--- config.mk ---
export PLATFORM = sky130hd
export DESIGN_NAME = game_ctrl
export DESIGN_NICKNAME = d
export VERILOG_FILES = /design/src/rtl/game_ctrl.sv
export SDC_FILE = /design/constraint.sdc
export NUM_CORES = 1
export LEC_CHECK = 0
export ABC_AREA = 1
export BUFFER_PORTS_ARGS = -buffer_cell sky130_fd_sc_hd__buf_4
export CAP_MARGIN = 5
export CORE_AREA = 3 3 55 57
export CTS_CLUSTER_SIZE = 24
export DETAILED_ROUTE_END_ITERATION = 7
export DIE_AREA = 0 0 58 60
export GPL_ROUTABILITY_DRIVEN = 1
export PLACE_DENSITY = 0.82
export SETUP_SLACK_MARGIN = 0.2
export SLEW_MARGIN = 20
export SYNTH_ARGS = -nofsm -noshare
export SYNTH_HDL_FRONTEND = slang
export SYNTH_SLANG_ARGS = --single-unit
--- constraint.sdc ---
create_clock -name clk -period 2.1 [get_ports clk]
set_clock_uncertainty 0.15 [all_clocks]
set_input_delay 0.21 -clock clk [delete_from_list [all_inputs] [get_ports clk]]
set_output_delay 0.21 -clock clk [all_outputs]
set_load 0.01 [all_outputs]
--- src/rtl/game_ctrl.sv ---
`default_nettype none
// ============================================================================
//  Module      : game_ctrl
//  Description : Pong match controller. Synchronises the start button, detects
//                score-flag rising edges from the ball stage, keeps both
//                scores and runs the IDLE/PLAY/POINT/OVER match FSM. Drives
//                the state bus and a one-cycle ball re-serve pulse.
//  Revision    : 1.0  initial release
// ============================================================================
module game_ctrl #(
   parameter int WIN_SCORE    = 9,
   parameter int PAUSE_FRAMES = 120
) (
   input  logic       clk,
   input  logic       reset,
   input  logic       start,
   input  logic       frame_tick,
   input  logic       score1_in,
   input  logic       score2_in,
   output logic [1:0] state,
   output logic [3:0] p1_score,
   output logic [3:0] p2_score,
   output logic [1:0] winner,
   output logic       ball_rst
);

   localparam int             PW         = $clog2(PAUSE_FRAMES + 1);
   localparam logic [3:0]     WIN_VAL    = 4'(WIN_SCORE);
   localparam logic [PW-1:0]  PAUSE_LOAD = PW'(PAUSE_FRAMES);
   localparam logic [PW-1:0]  PAUSE_ONE  = PW'(1);

   typedef enum logic [1:0] {
      IDLE  = 2'b00,
      PLAY  = 2'b01,
      POINT = 2'b10,
      OVER  = 2'b11
   } state_t;

   state_t        cur_state, next_state;
   logic [PW-1:0] pause_cnt, pause_nxt;
   logic [3:0]    p1_nxt, p2_nxt;
   logic [1:0]    winner_nxt;
   logic          ball_rst_nxt;

   logic          start_s1, start_s2, start_s3;
   logic          score1_d, score2_d;
   logic          start_evt, s1_evt, s2_evt;
   logic [3:0]    p1_inc, p2_inc;

   // Start button: two-flop synchroniser plus a third flop for edge detection;
   // score flags delayed one cycle in every state so a held level counts once.
   always_ff @(posedge clk or posedge reset) begin
      if (reset) begin
         start_s1 <= 1'b0;
         start_s2 <= 1'b0;
         start_s3 <= 1'b0;
         score1_d <= 1'b0;
         score2_d <= 1'b0;
      end else begin
         start_s1 <= start;
         start_s2 <= start_s1;
         start_s3 <= start_s2;
         score1_d <= score1_in;
         score2_d <= score2_in;
      end
   end

   assign start_evt = start_s2 & ~start_s3;
   assign s1_evt    = score1_in & ~score1_d;
   assign s2_evt    = score2_in & ~score2_d;
   assign p1_inc    = p1_score + 4'd1;
   assign p2_inc    = p2_score + 4'd1;
   assign state     = cur_state;

   // State register and all registered outputs.
   always_ff @(posedge clk or posedge reset) begin
      if (reset) begin
         cur_state <= IDLE;
         pause_cnt <= '0;
         p1_score  <= 4'd0;
         p2_score  <= 4'd0;
         winner    <= 2'b00;
         ball_rst  <= 1'b0;
      end else begin
         cur_state <= next_state;
         pause_cnt <= pause_nxt;
         p1_score  <= p1_nxt;
         p2_score  <= p2_nxt;
         winner    <= winner_nxt;
         ball_rst  <= ball_rst_nxt;
      end
   end

   // Next-state and next-output logic; player 1 takes priority on a tie.
   always_comb begin
      next_state   = cur_state;
      pause_nxt    = pause_cnt;
      p1_nxt       = p1_score;
      p2_nxt       = p2_score;
      winner_nxt   = winner;
      ball_rst_nxt = 1'b0;
      case (cur_state)
         IDLE: begin
            if (start_evt) begin
               next_state   = PLAY;
               p1_nxt       = 4'd0;
               p2_nxt       = 4'd0;
               winner_nxt   = 2'b00;
               ball_rst_nxt = 1'b1;
            end
         end
         PLAY: begin
            if (s1_evt) begin
               p1_nxt = p1_inc;
               if (p1_inc == WIN_VAL) begin
                  next_state = OVER;
                  winner_nxt = 2'b01;
               end else begin
                  next_state = POINT;
                  pause_nxt  = PAUSE_LOAD;
               end
            end else if (s2_evt) begin
               p2_nxt = p2_inc;
               if (p2_inc == WIN_VAL) begin
                  next_state = OVER;
                  winner_nxt = 2'b10;
               end else begin
                  next_state = POINT;
                  pause_nxt  = PAUSE_LOAD;
               end
            end
         end
         POINT: begin
            if (frame_tick) begin
               if (pause_cnt == PAUSE_ONE) begin
                  next_state   = PLAY;
                  pause_nxt    = '0;
                  ball_rst_nxt = 1'b1;
               end else begin
                  pause_nxt = pause_cnt - PAUSE_ONE;
               end
            end
         end
         OVER: begin
            if (start_evt) begin
               next_state = IDLE;
            end
         end
         default: next_state = IDLE;
      endcase
   end

endmodule
`default_nettype wire

==> qor.txt, run 1 <==
status - completed
via count - 1,251
pwr dens - 1250 mW/mm²
Critical Path Max Stage Delay - 520 ps
final setup vio count - 0
Total GRT Usage - 18.8%
mux share of post-synthesis cell area - 0%
reg2reg start - p1_score[0]$_DFFE_PP0P_
Final Hold Fails - 0
reg2reg end - pause_cnt[1]$_DFFE_PP0P_
CP Buf/Inv Count - 3
n_diodes - 0
largest cells by area after synthesis - dfrtp_1 44%, nand2_1 16%, nand3_1 9.2%
DRC viols - 0
Routed WL - 2.87 mm
post-DP HPWL - 2.23 mm
P_leak - 0.904 nW
vias per cell - 5.11
crit path max fanout - 7
Crit. End Element - flop
initial antenna violation count - 0
Post-synth EDFFs - 0
cell mode on critical path - nand2_1
RSZ-0062 raised after global routing - no
number of nets in the layout - 228
footprint of the multi-input gates - 673 µm²
Cell Rows - 18
max-cap violation count - 0
most common library cells after synthesis - 62 x nand2_1, 26 x nand3_1, 25 x dfrtp_1
final period utilization - 82.0%
H-tree levels - 1
Starting Density - 56.1%
initial DRC count - 50
Top Ports - 19
Synth Area in Compound Gates - 3.19%
fill cell count - 218
Critical Path, Cell by Cell - dlygate4sd3_1 > buf_4 > inv_1 > nor2_4 > nand2_1 > nor2_2 > nand2_1 > nand2_1 > nand2_2 > nand2_4 > nand2_1 > nand2_1
post-synth top area share - 44.2%
Layout Area Growth over Synthesis - 18.8%
Critical Path Start - score1_in
CP Capture Point - pause_cnt[1]$_DFFE_PP0P_
placed cell areas - 0.00160 mm²
startpoint types - input pin
hold path cells - 0
HP Class - flop to flop
CTS Root Cell - clkbuf_4
floorplan die width - 58 µm
CP Data Required Time - 2210 ps
Yosys top cell by area - dfrtp_1
distinct cell type count after synthesis - 20
antenna viol nets, final - 0
worst hold start - start_s1$_DFF_PP0_
syn avg cell area - 7.60 µm²
Worst-Skew Late Latency - 310 ps
height of the chip - 60 µm
clk buf depth - 2
Peak Freq - 0.581 GHz
Post-Synth Simple-Gate Area - 37.3%
wire per inst - 11.7 µm
XOR/XNOR share of the synthesized area - 1.86%
post-synth net total - 198
first-pass GRT wire length - 5.02 mm
vias in the first global route - 1,210
die area - 0.00348 mm²
Clk pin slew, worst setup/hold paths - 130 ps
clock sinks - 25
CTS resizes - 0
Critical Path AT - 1830 ps
sequential fraction of the synthesis area - 44.2%
Netlist Area Pre-Place - 0.00141 mm²
worst-margin pin slew - 528 ps
main combinational cell family by area after synthesis - simple AND/OR/NAND/NOR gates
Seq cells post-synth - 25
yosys warns - 0
Core ar. - 0.00252 mm²
setup_tns - 0 ps
fraction of registers with async set or reset after synthesis - 100%
kind of critical path - input pin to flop
critical path depth in cells - 12
minimum clock period - 1720 ps
pre-CTS setup slack - 424 ps
share of layout cells above drive strength 1 - 20.0%
adder-cell share of the synthesized area - 5.31%
Mapped Cells - 186
setup ws final - 379 ps
count leader, synth - nand2_1
Slowest-stage cell, CP - dlygate4sd3_1
CTS Buf Count - 3
Worst R2R Setup Slack - 410 ps
Slew HR - 64.5%
routability cong. - 0.843
Main synth FF type - dfrtp_1
CTS tree - built
First-pass DRT Iterations - 4
Buffers on Ports - 18
Max VDD drop - 1030 µV
Sequential Area - 626 µm²
largest net degree at the start of global routing - 26
Final Max Tran Viols - 0
worst reg-to-reg path cell count - 11
fin area - 0.00168 mm²
family with the most delay on the worst path - simple AND/OR/NAND/NOR gates
GRT Residual Overflow - 0
## per-layer routing
metal  GRT usage (%)  part of all wire [%]  vias to the layer above
met4            3.64                  0.66                        0
met2            34.4                    51                       32
li1                -                     -                      647
met3            4.75                   3.9                        2
met5               0                     0                        -
met1            22.4                    45                      570
## logic make-up after synthesis
logic type	after synthesis
simple gates	114
flops	25
xor+xnor	3
compound gates	8
buf+inv	30
fa+ha+maj	6
## worst min-delay path by stage
stage | endpoint | slack [ps]
floorplan | ball_rst$_DFF_PP0_ | 90
global placement | p1_score[3]$_DFFE_PP0P_ | 130
detailed placement | p1_score[3]$_DFFE_PP0P_ | 140
CTS | start_s2$_DFF_PP0_ | 250
global route | start_s2$_DFF_PP0_ | 250
finish | start_s2$_DFF_PP0_ | 240
## state kept, by name (all words and copies together) (netlist names)
register   count
pause_cnt      7
p1_score       4
p2_score       4
state          2
winner         2
ball_rst       1
score1_d       1
score2_d       1
start_s1       1
start_s2       1
start_s3       1
## worst reg2reg max path, stage by stage, from the launching register on
cell	delay [ps]
dfrtp_1	450
ha_1	230
inv_1	50
nand2_1	40
nand2_1	100
nor2_2	50
nand2_1	90
nand2_1	70
nand2_2	140
nand2_4	90
nand2_1	80
nand2_1	50
## repair_timing
action | CTS | global route
endpoints found under the setup margin | 0 | 0
setup buffers | 0 | 0
hold endpoints to repair | 29 | 0
hold buffers | 5 | 0
## layout by cell type, fill, tap and decap left out, drive strengths merged
cell type    instances
o211ai               1
xnor2                3
nand4                6
clkinv               1
o31ai                1
clkbuf               3
nor2                12
dfrtp               25
nand3               26
dlygate4sd3          5
inv                 30
o21ai                6
nand2               68
and2                 1
buf                 20
ha                   6
nand3b               1
## layout make-up
type                    count  share of cell area, %
flip-flops and latches     25                   37.3
multi-input cells         131                   40.1
well taps                  30                   2.24
inverters                  30                   6.86
clock buffers               3                   1.34
clock inverters             1                  0.298
repair buffers             25                   11.9
## per-stage QoR
| stage | std cells | hold slack [ps] | utilization, % | total power [mW] |
|---|---|---|---|---|
| finish | 245 | 237 | 66.6 | 2.10 |
| global route | 245 | 251 | 66.6 | 2.31 |
| CTS | 245 | 249 | 66.6 | 2.12 |
| detailed placement | 236 | 136 | 63.5 | 1.89 |
| global placement | 236 | 127 | 63.5 | 1.83 |
| floorplan | 186 | 87.3 | - | 1.59 |
## report_power, final
| part | internal [mW] | total [mW] | switching, mW |
|---|---|---|---|
| logic | 0.439 | 1.10 | 0.663 |
| clock network | 0.0712 | 0.206 | 0.135 |
| registers | 0.623 | 0.789 | 0.166 |
| total | 1.13 | 2.10 | 0.965 |
Note: power is estimated with default switching activity, not from simulation.
==> run 2: changes to the inputs <==
ABC_AREA = 0   (was 1)
CORE_AREA = 3 3 57 59   (was 3 3 55 57)
DIE_AREA = 0 0 60 62   (was 0 0 58 60)
PLACE_DENSITY = 0.79   (was 0.82)
clock period = 1.55 ns   (was 2.1 ns; I/O delays follow)
==> qor.txt, run 2 <==
status - finished with violations
violated checks - negative setup slack
clk buf depth - 2
Seq cells post-synth - 25
height of the chip - 62 µm
Main synth FF type - dfrtp_1
share of layout cells above drive strength 1 - 53.5%
pwr dens - 1410 mW/mm²
fin area - 0.00226 mm²
n_diodes - 0
Crit. End Element - flop
startpoint types - flop
Critical Path, Cell by Cell - ha_2 > xnor2_2 > nand3_2 > o31ai_2 > or2_4 > a22o_1
CP Data Required Time - 1660 ps
vias per cell - 5.58
Layout Area Growth over Synthesis - 62.7%
Critical Path Max Stage Delay - 460 ps
DRC viols - 0
RSZ-0062 raised after global routing - yes
Critical Path AT - 1960 ps
max-cap violation count - 0
Worst-Skew Late Latency - 320 ps
mux share of post-synthesis cell area - 2.34%
placed cell areas - 0.00190 mm²
critical path depth in cells - 6
Post-Synth Simple-Gate Area - 19.4%
Buffers on Ports - 18
Slowest-stage cell, CP - dfrtp_1
grt met1 use - 22.8%
antenna viol nets, final - 0
final setup vio count - 20
distinct cell type count after synthesis - 41
first-pass GRT wire length - 5.89 mm
Yosys top cell by area - dfrtp_1
post-synth top area share - 45.0%
clock sinks - 25
H-tree levels - 1
main combinational cell family by area after synthesis - simple AND/OR/NAND/NOR gates
Max VDD drop - 1120 µV
HP Class - input pin to flop
largest cells by area after synthesis - dfrtp_1 45%, ha_1 5.4%, o21ai_0 3.2%
Routed WL - 4.07 mm
worst-margin pin slew - 343 ps
Netlist Area Pre-Place - 0.00139 mm²
Final Max Tran Viols - 0
First-pass DRT Iterations - 4
setup_tns - -3810 ps
die area - 0.00372 mm²
count leader, synth - dfrtp_1
adder-cell share of the synthesized area - 5.40%
hold path cells - 4
setup ws final - -305 ps
CTS Buf Count - 3
kind of critical path - flop to flop
number of nets in the layout - 230
hold_ws - 137 ps
via count - 1,383
sequential fraction of the synthesis area - 45.0%
Top Ports - 19
CTS tree - built
P_leak - 1.04 nW
family with the most delay on the worst path - flip-flops
P_int - 1.94 mW
Post-synth EDFFs - 0
most frequent cells in the layout - 48 x buf_4, 24 x buf_6, 20 x dfrtp_1
Peak Freq - 0.539 GHz
vias in the first global route - 1,425
Mapped Cells - 139
crit path max fanout - 7
biggest regs - pause_cnt x7, p1_score x4, p2_score x4
minimum clock period - 1860 ps
met3 GRT Util - 2.48%
worst reg-to-reg path cell count - 6
Starting Density - 50.4%
GRT Residual Overflow - 0
largest net degree at the start of global routing - 26
GRT Max-Usage Layer - met2
Slew HR - 76.9%
most common library cells after synthesis - 25 x dfrtp_1, 12 x inv_1, 10 x nand2_1, 10 x nor2_1, 9 x o21ai_0
post-synth net total - 151
post-DP HPWL - 2.58 mm
sequential fraction of design power - 30.1%
XOR/XNOR share of the synthesized area - 3.87%
Clk pin slew, worst setup/hold paths - 130 ps
yosys warns - 0
Largest register FFs - 7
wire per inst - 16.4 µm
switching part of the total power - 39.1%
fraction of registers with async set or reset after synthesis - 100%
Total GRT Usage - 21.4%
CP Buf/Inv Count - 0
floorplan die width - 60 µm
syn avg cell area - 10.0 µm²
power share of the combinational group - 60.6%
switching pwr - 1.25 mW
most common cell after layout, fill and taps aside - buf_4
Final Hold Fails - 0
initial DRC count - 66
initial antenna violation count - 0
Synth Area in Compound Gates - 18.9%
clock share of power - 9.3%
Top reg by flops - pause_cnt
GRT met2 Usage - 41.2%
routability cong. - 0.926
CTS Root Cell - clkbuf_4
Cell Rows - 19
Core ar. - 0.00276 mm²
final period utilization - 120%
[run 2: stage by stage]
step / util [%] / setup slack, ps / total power, mW / cells
finish: 82.0 / -305 / 3.19 / 248
floorplan: - / -229 / 1.79 / 139
global placement: 68.8 / -258 / 2.38 / 227
global route: 82.0 / -369 / 3.38 / 248
CTS: 77.1 / -236 / 2.99 / 244
detailed placement: 68.8 / -318 / 2.47 / 227
[run 2: final cells by class]
cell class | count | area, µm²
fillers | 148 | 495
multi-input cells | 99 | 846
inverters | 13 | 48.8
well taps | 31 | 38.8
clock buffers | 4 | 26.3
flip-flops and latches | 25 | 632
repair buffers | 76 | 671
[run 2: worst paths after layout]
| kind | start | slack, ps | to |
|---|---|---|---|
| max reg2reg | p2_score[0]$_DFFE_PP0P_ | -310 | pause_cnt[2]$_DFFE_PP0P_ |
| min reg2reg | start_s1$_DFF_PP0_ | 220 | start_s2$_DFF_PP0_ |
| max in group asynchronous | reset | 690 | state[0]$_DFFE_PP0P_ |
| min | frame_tick | 140 | state[0]$_DFFE_PP0P_ |
| max | p2_score[0]$_DFFE_PP0P_ | -310 | pause_cnt[2]$_DFFE_PP0P_ |
| min in group asynchronous | reset | 290 | pause_cnt[0]$_DFFE_PP0P_ |
[run 2: power groups by stage]
stage / clock network, mW / logic [mW] / registers [mW]
2_1_floorplan: 0 / 0.788 / 1.00
3_3_place_gp: 0 / 1.44 / 0.947
3_5_place_dp: 0 / 1.51 / 0.961
4_1_cts: 0.308 / 1.74 / 0.949
5_1_grt: 0.330 / 2.07 / 0.975
6_report: 0.296 / 1.94 / 0.961
[run 2: cells by family (layout without fill, tap and decap cells)]
logic type	Yosys count	count (layout)
AOI/OAI and AO/OA	35	35
xor gates and xnor gates	4	4
adders and majority gates	6	6
buffers and inverters	15	93
DFF	25	25
muxes	3	3
and+or+nand+nor	51	51
[run 2: routing by layer]
layer	share of wire [%]	vias up
li1	-	654
met1	39	679
met2	55	40
met3	3.6	10
met4	2.4	0
met5	0	-
[run 2: repair_timing]
action	4_1_cts	5_1_grt
gates resized for setup	26	25
gates cloned	0	0
buffers inserted	9	4
endpoints found under the setup margin	27	29
hold buffers	4	0
pin swaps	10	11
hold endpoints to repair	28	0
[run 2: worst reg2reg max path, delay by kind of cell, from the launching register on]
kind / cells / cell delay (ps)
XOR/XNOR: 1 / 170
adder cells (fa/ha/maj): 1 / 230
AO/OA/AOI/OAI: 2 / 420
AND/OR/NAND/NOR: 2 / 370
flip-flops: 1 / 460
==> run 3: changes to the inputs <==
PLACE_DENSITY = not set   (was 0.79)
PLACE_DENSITY_LB_ADDON = 0.25   (was not set)
==> qor.txt, run 3 (synthesis gave the netlist of run 2 again) <==
Critical Path Start - p1_score[1]$_DFFE_PP0P_
Slowest-stage cell, CP - dfrtp_2
reg2reg end - pause_cnt[2]$_DFFE_PP0P_
initial antenna violation count - 0
height of the chip - 62 µm
violated checks - negative setup slack
vias in the first global route - 1,412
CTS tree - built
HP Class - input pin to flop
footprint of the multi-input gates - 872 µm²
Routed WL - 3.82 mm
Worst-Skew Late Latency - 330 ps
Buffers on Ports - 18
via count - 1,369
Critical Path, Cell by Cell - ha_4 > xnor2_2 > nand4_1 > o221ai_2 > or2_4 > a22o_1
routability cong. - 0.838
CP Data Required Time - 1620 ps
worst reg-to-reg path cell count - 6
final core utilization - 84.3%
first-pass GRT wire length - 6.07 mm
CTS Root Cell - clkbuf_4
CP Capture Point - pause_cnt[2]$_DFFE_PP0P_
met3 GRT Util - 2.48%
Worst R2R Setup Slack - -240 ps
Core ar. - 0.00276 mm²
kind of critical path - flop to flop
Sequential Area - 633 µm²
GRT Residual Overflow - 0
Final Hold Fails - 0
GRT Max-Usage Layer - met2
most common cell after layout, fill and taps aside - buf_4
Crit. End Element - flop
biggest regs - pause_cnt x7, p1_score x4, p2_score x4
Critical Path AT - 1870 ps
grt met1 use - 24.9%
RSZ-0062 raised after global routing - yes
status - finished with violations
Total GRT Usage - 21.4%
reg2reg start - p1_score[1]$_DFFE_PP0P_
antenna viol nets, final - 0
First-pass DRT Iterations - 4
clock sinks - 25
Slew HR - 78.4%
startpoint types - flop
Placed Cells - 229
crit path max fanout - 7
P_leak - 1.07 nW
Critical Path Max Stage Delay - 470 ps
DRC viols - 0
hold_ws - 109 ps
post-DP HPWL - 2.56 mm
n_diodes - 0
final period utilization - 116%
Peak Freq - 0.558 GHz
GRT met2 Usage - 41.5%
Final Max Tran Viols - 0
clk buf depth - 2
H-tree levels - 1
CTS Buf Count - 3
most frequent cells in the layout - 51 x buf_4, 25 x buf_6, 19 x dfrtp_1
max-cap violation count - 0
placed cell areas - 0.00191 mm²
largest net degree at the start of global routing - 26
Clk pin slew, worst setup/hold paths - 150 ps
Top Ports - 19
wire per inst - 15.2 µm
setup ws final - -241 ps
pwr dens - 1450 mW/mm²
initial DRC count - 66
Largest register FFs - 7
fill cell count - 133
Non-Filler Instances - 252
minimum clock period - 1790 ps
final setup vio count - 17
Max VDD drop - 1380 µV
number of nets in the layout - 234
Cell Rows - 19
Starting Density - 50.4%
setup_tns - -2610 ps
floorplan die width - 60 µm
worst-margin pin slew - 324 ps
die area - 0.00372 mm²
Top reg by flops - pause_cnt
Layout Area Growth over Synthesis - 67.2%
share of layout cells above drive strength 1 - 57.0%
fin area - 0.00232 mm²
vias per cell - 5.43
[run 3: cell count changes in the layout (fill, tap and decap cells not counted), sizes merged]
cell,change
buf,+4
clkinv,+1
clkbuf,-1
[run 3: timing repair]
item	CTS	global route
setup endpoints to repair	29	30
hold buffers	4	0
pin swaps	9	8
hold endpoints to repair	28	0
gates cloned	0	0
buffers inserted	11	4
resized for setup	38	21
[run 3: critical path: cells and delay by family (launching register included)]
kind	cells	cell delay [ps]
XOR/XNOR	1	140
adder cells (fa/ha/maj)	1	190
flip-flops	1	470
AND/OR/NAND/NOR	2	390
AO/OA/AOI/OAI	2	360
[run 3: where the power goes]
| group | total (mW) | leakage (nW) | switching [mW] | internal [mW] |
|---|---|---|---|---|
| registers | 0.971 | 0.300 | 0.181 | 0.790 |
| logic | 2.11 | 0.755 | 0.918 | 1.19 |
| clock network | 0.304 | 0.0177 | 0.207 | 0.0968 |
| total | 3.38 | 1.07 | 1.31 | 2.07 |
[run 3: routing by layer]
metal  vias up  share of wire, %
met5         -                 0
met1       665                42
met4         0               1.7
met2        35                53
met3         8               3.0
li1        661                 -
[run 3: how the worst min path moves through the flow]
stage | depth (start not counted) | startpoint | to
finish | 4 | frame_tick | state[0]$_DFFE_PP0P_
global route | 4 | frame_tick | state[0]$_DFFE_PP0P_
CTS | 4 | frame_tick | state[0]$_DFFE_PP0P_
detailed placement | 3 | reset | ball_rst$_DFF_PP0_
global placement | 3 | reset | ball_rst$_DFF_PP0_
floorplan | 1 | reset | ball_rst$_DFF_PP0_
[run 3: stage by stage]
stage	worst slack [ps]	total power, mW
after floorplan	-229	1.79
after global placement	-251	2.44
after detailed placement	-292	2.52
after CTS	-204	3.17
after global routing	-280	3.59
final	-241	3.38
[run 3: final cells by class]
type,count,area share [%]
clock buffer,3,0.969
timing repair buffer,80,30.3
inverter,13,2.10
sequential,25,27.2
tap,31,1.67
clock inverter,1,0.215
multi-input combinational,99,37.5
